$ cat config.mk
export PLATFORM = sky130hd
export DESIGN_NAME = pkt_bus_arb
export DESIGN_NICKNAME = d
export VERILOG_FILES = /design/src/rtl/pkt_bus_arb.sv
export SDC_FILE = /design/constraint.sdc
export NUM_CORES = 1
export LEC_CHECK = 0
export CAP_MARGIN = 20
export CELL_PAD_IN_SITES_DETAIL_PLACEMENT = 1
export CELL_PAD_IN_SITES_GLOBAL_PLACEMENT = 2
export CORE_UTILIZATION = 21
export DETAILED_ROUTE_END_ITERATION = 12
export GPL_TIMING_DRIVEN = 0
export PLACE_DENSITY_LB_ADDON = 0.08
export SETUP_SLACK_MARGIN = 0.02
export SYNTH_ARGS = -nofsm -noshare
export SYNTH_HDL_FRONTEND = slang
export SYNTH_SLANG_ARGS = --single-unit
$ cat constraint.sdc
create_clock -name clk -period 3.8 [get_ports clk]
set_clock_uncertainty 0.1 [all_clocks]
set_input_delay 0.95 -clock clk [delete_from_list [all_inputs] [get_ports clk]]
set_output_delay 0.95 -clock clk [all_outputs]
set_load 0.02 [all_outputs]
$ cat src/rtl/pkt_bus_arb.sv
// Credit-based round-robin arbiter: N_REQ requesters share a packet bus toward
// a TX side that hands out CREDIT_MAX credits, with a registered one-beat output.
module pkt_bus_arb #(
  parameter  int N_REQ      = 4,
  parameter  int DATA_W     = 32,
  parameter  int CREDIT_MAX = 8,
  localparam int IDX_W      = (N_REQ > 1) ? $clog2(N_REQ) : 1,
  localparam int CNT_W      = $clog2(CREDIT_MAX + 1)
) (
  input  logic                     clk,
  input  logic                     rst,
  input  logic [N_REQ-1:0]         req_valid,
  input  logic [N_REQ*DATA_W-1:0]  req_data,
  output logic [N_REQ-1:0]         req_ready,
  input  logic                     credit_ret,
  output logic                     bus_valid,
  output logic [DATA_W-1:0]        bus_data,
  output logic [IDX_W-1:0]         bus_id,
  output logic [CNT_W-1:0]         credit_cnt,
  output logic [15:0]              stall_cnt,
  output logic                     cred_err
);

  typedef enum logic [1:0] {INIT, RUN, STALL} state_t;

  state_t           state;
  logic [IDX_W-1:0] ptr;
  logic [IDX_W-1:0] gnt_idx;
  logic [IDX_W-1:0] cand;
  logic             found;
  logic             grant;

  // Round-robin search starting one past the last winner.
  always_comb begin
    // NOTE: every always_comb output gets a default first, so no path can infer a latch.
    found   = 1'b0;
    gnt_idx = ptr;
    cand    = ptr;
    for (int k = 1; k <= N_REQ; k++) begin
      cand = IDX_W'((int'(ptr) + k) % N_REQ);
      if (!found && req_valid[cand]) begin
        found   = 1'b1;
        gnt_idx = cand;
      end
    end
  end

  // A credit returned this cycle only shows up in credit_cnt next cycle.
  assign grant = (state == RUN) && (credit_cnt != '0) && found && !rst;

  always_comb begin
    req_ready = '0;
    if (grant) req_ready[gnt_idx] = 1'b1;
  end

  always_ff @(posedge clk) begin
    // NOTE: state is updated with non-blocking assignments so every register sees pre-edge values.
    if (rst) begin
      state      <= INIT;
      ptr        <= IDX_W'(N_REQ - 1);
      credit_cnt <= CNT_W'(CREDIT_MAX);
      bus_valid  <= 1'b0;
      bus_data   <= '0;
      bus_id     <= '0;
      stall_cnt  <= '0;
      cred_err   <= 1'b0;
    end else begin
      bus_valid <= grant;
      if (grant) begin
        bus_data <= req_data[gnt_idx*DATA_W +: DATA_W];
        bus_id   <= gnt_idx;
        ptr      <= gnt_idx;
      end

      if (credit_ret && !grant && credit_cnt == CNT_W'(CREDIT_MAX))
        cred_err <= 1'b1;
      else if (grant && !credit_ret)
        credit_cnt <= credit_cnt - CNT_W'(1);
      else if (!grant && credit_ret)
        credit_cnt <= credit_cnt + CNT_W'(1);

      if (state == STALL && stall_cnt != 16'hFFFF)
        stall_cnt <= stall_cnt + 16'd1;

      case (state)
        INIT:    state <= RUN;
        RUN:     if (credit_cnt == '0 && |req_valid) state <= STALL;
        STALL:   if (credit_cnt != '0) state <= RUN;
        default: state <= INIT;
      endcase
    end
  end

endmodule

==> out/summary.md, run 1 <==
The logs give 0 for the number of setup buffers added after CTS and 2.75 ns for the worst path required time. Synthesis instantiated 56 different standard cells from the library. The final-layout worst hold slack was 0.361 ns; the number of global-route vias before repair was 4541. Setup violations remaining at the end of the flow were counted as 0. For this run the aggregate overflow at the end of global routing stands at 0.

The count of nets left with antenna violations once routing finished came out at 0. Yosys mapped a number of flops with a built-in enable equal to 0. Synthesis inferred 60 register bits.

The slack of the critical path was 0.130 ns. The total area inside the core boundary comes to 17500 um^2. The count of final hold-check violations was 0; the number of remaining DRC errors was 0. The tools report the number of instances in the synthesized netlist as 468. Derived from the worst setup path, the maximum achievable clock frequency is 273 MHz.

The setup slack of the worst register-to-register path is 1.15 ns, and the cell count of the worst hold path is 2. The number of DRC markers after the initial detailed-route iteration is 120. At the pin with the least slew margin, the transition time is 0.632 ns. The per-cell routed wire length is 17.6 um, and the share of flip-flops with an asynchronous set or reset is 0%. Setup repair after global routing could not meet its margin everywhere.

Summed over all cells, the static leakage comes to 2.56 nW. Count of buffers inserted at the top-level ports: 193. Die boundary height: 137 um. The via density per instance works out to 4.80. The post-synthesis instance area was 3810 um^2. Before antenna repair, the detailed router went through 4 iterations. In this run the worst path has a maximum fanout of 10. The path with the worst hold slack has its endpoint at bus_id[1]. The synthesized area per cell is 8.15 um^2. For this configuration, the core starts out at a cell density of 21.7%. The Yosys step of the flow raised 0 warnings.

The die extent in x is 137 um. The initial antenna violation count was 0. The library cell used most frequently in the layout, excluding fill and tap cells, is sky130_fd_sc_hd__clkdlybuf4s50_1. Detailed placement ended at an HPWL of 12300 um. The worst-case IR drop observed on VDD is 0.214 mV. For this block, the routed nets add up to 15900 um of wire. 0 antenna diodes ended up in the layout.

The later pin in the worst-skew pair is clocked with a latency of 0.34 ns. The worst pin sits at a relative slew slack of 57.9%. The minimum period implied by the final worst setup slack was 3.67 ns; the clock net sink count was 60. The tools report the total CTS buffers as 9. The tools report the kind of end point of the critical path as an output pin. The area growth from synthesis to layout is 67.0%. The critical path in this run is classified as input pin to output pin. The number of nets in the synthesized netlist is 607. Measured in cells, the most critical reg-to-reg path has a length of 12. The die covers 18700 um^2.

The run gives 2 as the number of buffers on the longest clock path. The post-route netlist has 10.3% of its cells at a drive strength greater than 1. The final net count is 811. The cell sitting at the root of the clock tree is a sky130_fd_sc_hd__clkbuf_16. In the final timing run, aggregate negative setup slack is 0 ns.

The most instantiated flip-flop cell in the synthesis netlist is sky130_fd_sc_hd__dfxtp_1. Number of pins with negative max-slew slack in the final report: 0. After detailed placement, the total cell area comes to 6030 um^2. TritonCTS built the clock tree. In this run the critical register-to-register path is launched from credit_cnt[1].

The detailed router placed 4328 vias in this run. Global routing consumed, over all layers together, 17.2% of the routing resources. The number of violations of the max-capacitance limit came out at 0.

Clock-pin slew was measured on the worst setup and hold paths at 0.06 ns. The tools report the startpoint of the worst hold path as bus_id[1]. The congestion estimate from routability-driven global placement came to 0.760. After detailed placement, the design holds a cell count of 886. The path type of the worst min-delay path is flop to flop. The worst register-to-register path ends at credit_cnt[3]. In this run the count of I/O pins placed on the die edge is 195. Prior to clock tree synthesis, the placed netlist has a worst setup slack of -0.809 ns.

The flow ran to the end, and the final reports show no timing, DRC or antenna violations. The final worst-path cycle share was 96.6%. Data arrives at the worst endpoint at 2.62 ns. The finished cells cover 6370 um^2. The library cells used most frequently in the layout, excluding fill and tap cells, are sky130_fd_sc_hd__clkdlybuf4s50_1 (185), sky130_fd_sc_hd__dfxtp_1 (60), sky130_fd_sc_hd__nand2_1 (44).

The floorplan has 48 rows. The clock tree synthesis step divided the H-tree into 3 levels. The first global-routing pass estimated 24200 um of wire. The worst setup path is launched from an input pin. The post-route non-filler standard cell count is 902. The power density over cell area is 364 nW/um^2, and the largest net degree at the start of global routing is 12.

The number of fillers in the final layout was 2056; the sequential-to-total area share from yosys stat was 31.5%.
power by group:
group	internal, mW	switching [mW]
sequential	0.685	0.0366
clock	0.574	0.324
combinational	0.353	0.349
cell type report:
class / instances / area [um^2] / area share (%)
multi-input combinational: 345 / 2330 / 36.6
clock buffer: 10 / 229 / 3.60
tap: 225 / 282 / 4.42
clock inverter: 6 / 88.8 / 1.39
inverter: 25 / 106 / 1.67
buffer: 38 / 213 / 3.34
timing repair buffer: 193 / 1920 / 30.2
sequential: 60 / 1200 / 18.9
worst max path at each step:
stage	startpoint	end	slack, ns	cells after the start
5_1_grt	req_valid[1]	req_ready[2]	0.01	9
2_1_floorplan	rst	req_ready[2]	0.40	7
6_report	req_valid[1]	req_ready[2]	0.13	9
4_1_cts	req_valid[1]	req_ready[1]	0.05	8
3_3_place_gp	req_valid[1]	req_ready[0]	-0.79	9
3_5_place_dp	req_valid[1]	req_ready[0]	-0.81	9
logic make-up (layout without fill, tap and decap cells):
logic type,count (synthesis),after routing,share of synthesized area (%)
AOI/OAI and AO/OA,138,138,26.6
xor gates and xnor gates,16,16,3.68
adders and majority gates,4,4,1.51
buffers and inverters,63,272,7.94
DFF,60,60,31.5
muxes,23,23,6.04
and+or+nand+nor,164,164,22.7
routing by layer:
| metal | global-route usage (%) | wire, um | vias to the layer above |
|---|---|---|---|
| met2 | 29.0 | 7490 | 126 |
| met4 | 5.43 | 265 | 0 |
| li1 | - | - | 2114 |
| met3 | 5.19 | 1190 | 19 |
| met1 | 20.7 | 6930 | 2069 |
| met5 | 0 | 0 | - |
worst max-delay path, cell delays in order:
cell	delay, ns
sky130_fd_sc_hd__dlygate4sd2_1	0.28
sky130_fd_sc_hd__o41ai_2	0.13
sky130_fd_sc_hd__or4_1	0.43
sky130_fd_sc_hd__buf_6	0.17
sky130_fd_sc_hd__inv_12	0.08
sky130_fd_sc_hd__nand3_4	0.11
sky130_fd_sc_hd__buf_8	0.18
sky130_fd_sc_hd__nor2_2	0.11
sky130_fd_sc_hd__buf_4	0.15
stage by stage:
step / power (mW) / util (%)
final: 2.32 / 36.3
after global routing: 2.46 / 36.3
after CTS: 2.37 / 36.3
after detailed placement: 1.44 / 34.4
after global placement: 1.43 / 34.4
after floorplan: 1.09 / -
Yosys cell counts (all sizes together), types with 3 or more instances:
library cell   n  area share (%)
o21bai         3            0.59
buf           26             4.0
xor2           8             1.8
nor2b          3            0.49
a31oi         18             3.0
o211ai        23             6.5
and3          29             4.8
inv           25             2.8
nand3          5             1.1
ha             3            0.98
nor3           9             1.3
o21ai         22             3.0
a211oi        26             5.1
xnor2          8             1.8
o31ai         13             2.6
mux2i         23             6.0
nor4           4            0.66
a21oi         24             3.5
nand4          5            0.82
nand3b        14             2.8
nand2         46             4.6
clkbuf        12             1.2
nand2b         3            0.69
dfxtp         60              32
nor2          37             3.6
timing repair:
action	CTS	global route
hold buffers	0	0
resized for setup	29	3
setup endpoints to repair	4	4
gates cloned	0	0
registers in the layout, indices dropped and copies added (netlist names):
name / count
bus_data: 32
credit_cnt: 4
bus_id: 2
stall_cnt: 16
bus_valid: 1
state: 2
cred_err: 1
ptr: 2
Power figures use the tool's default switching activity.
==> run 2: changes to the inputs <==
- ABC_AREA: unset -> 1
- CORE_UTILIZATION: 21 -> 20
- GPL_ROUTABILITY_DRIVEN: unset -> 0
==> run 2 against run 1 <==
Compared with the run above: the run now ends with DRC left; critical endpoint is now req_ready[0]; worst hold slack better by 0.028 ns; total power rose by 11%; register-to-register slack better by 0.10 ns; first-iteration DRC count up 6.7%; highest routed layer is now met5; clock-buffer cell count fell by 1; non-clock buffer count rose by 3; sequential cell count did not move; fmax is 1.5% higher; worst setup slack better by 0.053 ns.
==> out/summary.md, run 2 <==
For the worst path required time, the log shows 2.75 ns. For this run, the number of Yosys warnings is 0. The flow ran to the end, but the final reports show violations. The placeable core region is 21000 um^2, and the number of antenna diodes is 0. From left edge to right edge, the die measures 148 um. Critical path launch point type: an input pin.

The count of final hold-check violations is 0, and the detailed-routing iteration count for the pre-antenna-repair pass is 8. The synthesized area per cell was 6.10 um^2; the clock input transition at the sequential cells of the worst setup and hold paths was 0.06 ns. In the synthesized netlist the dominant register cell turns out to be sky130_fd_sc_hd__dfxtp_1. For the instance area at placement, the log shows 6540 um^2. The register ranked first by flip-flop count is bus_data.

The initial antenna violation count is 1. The worst setup path is captured at an output pin. The start-to-end type of the worst setup path was input pin to output pin. The number of DRC markers after the initial detailed-route iteration was 128; the net count after synthesis was 837.

The critical path data arrival time was 2.57 ns; the final worst-path cycle share was 95.2%. VDD sags by at most 0.158 mV. Measured against its own limit, the worst slew margin works out to 58.8%.

The slowest stage of the critical path is the sky130_fd_sc_hd__clkdlybuf4s50_1 cell. Overall power consumption after layout is estimated at 2.58 mW. The top achievable clock speed was 277 MHz; the share of post-route cells with drive strength above 1 was 7.80%.

In this run the cell area of the synthesized design comes to 4260 um^2. Clock latency on the worst-skew pair, taken at its later pin, is 0.34 ns. Max-cap violations in this run came to 0.

Setup violations remaining at the end of the flow were counted as 0. The residual overflow from global routing was 0. For the pin with the worst max-slew slack, the measured transition is 0.618 ns. The number of pins with negative max-slew slack in the final report is 0, and the highest cell delay on the worst timing path is 0.47 ns. In this run, distinct cell masters in the synthesized netlist total 34. The signal on the critical path passes through clkdlybuf4s50_1 -> inv_2 -> nand4_4 -> inv_2 -> buf_8 -> buf_8 -> nand2_1 -> nor2_1 -> buf_4.

For the post-route non-filler standard cell count, the log shows 1185. The overall routed net length came out at 18400 um. Timing analysis after detailed placement gives a worst setup slack of -1.08 ns. The library cell with the highest instance count after synthesis is sky130_fd_sc_hd__nand2_1. The maximum level of the CTS H-tree is 3, and the sequential-to-total area share from yosys stat is 28.2%. Counting the fill cells in the layout gives 2682. The run gives 17.2% as the global-route usage over all layers. Cell type contributing the most total cell area after synthesis: sky130_fd_sc_hd__dfxtp_1. Ranked by instance count, the synthesized netlist is headed by sky130_fd_sc_hd__nand2_1 (165), sky130_fd_sc_hd__nand3_1 (144), sky130_fd_sc_hd__inv_1 (125).

Counting flops with an async set or reset pin after synthesis yields a share of 0%. The area share of the largest cell type after synthesis was 28.2%. The largest registers in the layout are bus_data (32), stall_cnt (16), credit_cnt (4).

For the number of buffers inserted for hold repair after clock tree synthesis, the log shows 0. For this design the top-level I/O count stands at 195. The final net count is 1044. Leaving out fill and tap cells, the most frequent cell in the layout is sky130_fd_sc_hd__clkdlybuf4s50_1.

For the largest net degree at the start of global routing, the log shows 20. Compared with the post-synthesis result, the final layout area differs by 62.2%. For the total CTS buffers, the log shows 9.

The highest fanout seen on the critical path was 10. CTS placed an instance of sky130_fd_sc_hd__clkbuf_16 at the clock tree root. Setup slack of the worst register-to-register path: 1.25 ns. The post-route antenna net violation count was 0; the flip-flop count of the largest register, all copies and words added was 32.

The first global-routing pass estimated 28700 um of wire. The number of buffer and inverter instances along the worst setup path was 6; the via density per instance was 4.34. The die is 148 um tall.

TritonCTS built the clock tree. Sorting the synthesized cells by area gives the leading types as sky130_fd_sc_hd__dfxtp_1 (28%), sky130_fd_sc_hd__nand3_1 (17%), sky130_fd_sc_hd__nand2_1 (15%). The final reports fail on DRC. The number of global-route vias before repair came out at 5456. In this run the core area contains 53 standard-cell rows. After routing the design area is 6900 um^2. The minimum period implied by the final worst setup slack is 3.62 ns.

The per-cell routed wire length was 15.5 um. For this configuration, the core starts out at a cell density of 20.3%. The final HPWL from detailed placement was 14900 um; the overall via count from detail_route was 5143. Cell family with the largest share of critical-path delay: buffers and inverters. The count of buffers inserted at the top-level ports came out at 194. The tools report the number of instances in the synthesized netlist as 698. The die covers 21900 um^2.

Setup repair after global routing left no endpoint under its margin. The min-delay analysis places its worst path in the category flop to flop. The logs give 2 for the number of remaining DRC errors and 2 for the number of buffers on the longest clock path. The number of cells after detailed placement came out at 1167. For the clock net sink count, the log shows 60. Power density over cell area: 374 nW/um^2. The standby leakage power was 3.12 nW. In the layout the commonest cells are sky130_fd_sc_hd__clkdlybuf4s50_1 (186), sky130_fd_sc_hd__nand2_1 (164), sky130_fd_sc_hd__nand3_1 (144). The slack of the critical path came out at 0.184 ns. The number of enable-type register cells in the synthesized netlist is 0, and the post-synthesis sequential element count is 60.
==> run 2: worst reg2reg max path, delay by kind of cell, from the launching register on <==
kind                     cells  cell delay [ns]
AND/OR/NAND/NOR              6             0.92
AO/OA/AOI/OAI                4             0.43
buffers and inverters        3             0.34
flip-flops                   1             0.33
adder cells (fa/ha/maj)      1             0.33
==> run 2: power breakdown <==
group / internal (mW) / switching (mW) / leakage (nW)
clock network: 0.511 / 0.331 / 0.150
registers: 0.681 / 0.0391 / 0.490
logic: 0.448 / 0.573 / 2.48
==> run 2: per-layer routing <==
metal | routed length, um | track usage, % | part of all wire [%]
met1 | 7840 | 19.6 | 43
met2 | 9330 | 31.2 | 51
met3 | 779 | 3.55 | 4.2
met4 | 460 | 6.44 | 2.5
met5 | 12 | 0 | 0.065
==> run 2: timing repair <==
item | CTS | global route
setup endpoints to repair | 4 | 2
gates resized for setup | 41 | 1
pin swaps | 4 | 0
buffers inserted | 4 | 0
==> run 2: stage by stage <==
step                      hold WS, ns  setup TNS, ns  utilization [%]
after floorplan                 0.403              0                -
after global placement          0.380          -4.12             31.2
after detailed placement        0.377          -4.22             31.2
after CTS                       0.396              0             32.9
after global routing            0.426              0             32.9
final                           0.389              0             32.9
==> run 2: kinds of logic (layout without fill, tap and decap cells) <==
logic type | count (synthesis) | count (layout) | share of synthesized area (%)
AOI/OAI and AO/OA | 84 | 84 | 12.2
xor gates and xnor gates | 5 | 5 | 1.03
adders and majority gates | 4 | 4 | 1.35
buffers and inverters | 167 | 379 | 17.0
DFF | 60 | 60 | 28.2
and+or+nand+nor | 378 | 378 | 40.2
==> run 2: layout make-up <==
class	count	area, um^2	share of cell area [%]
flip-flops and latches	60	1200	17.4
clock inverters	7	75.1	1.09
plain buffers	36	260	3.77
multi-input cells	471	2360	34.2
repair buffers	198	1950	28.3
clock buffers	9	225	3.26
inverters	129	487	7.05
well taps	275	344	4.98
==> run 2: worst paths after layout <==
path / cells after the start / endpoint / start
max: 9 / req_ready[0] / rst
min: 2 / bus_id[1] / bus_id[1]
max reg2reg: 14 / credit_cnt[3] / state[0]
min reg2reg: 2 / bus_id[1] / bus_id[1]
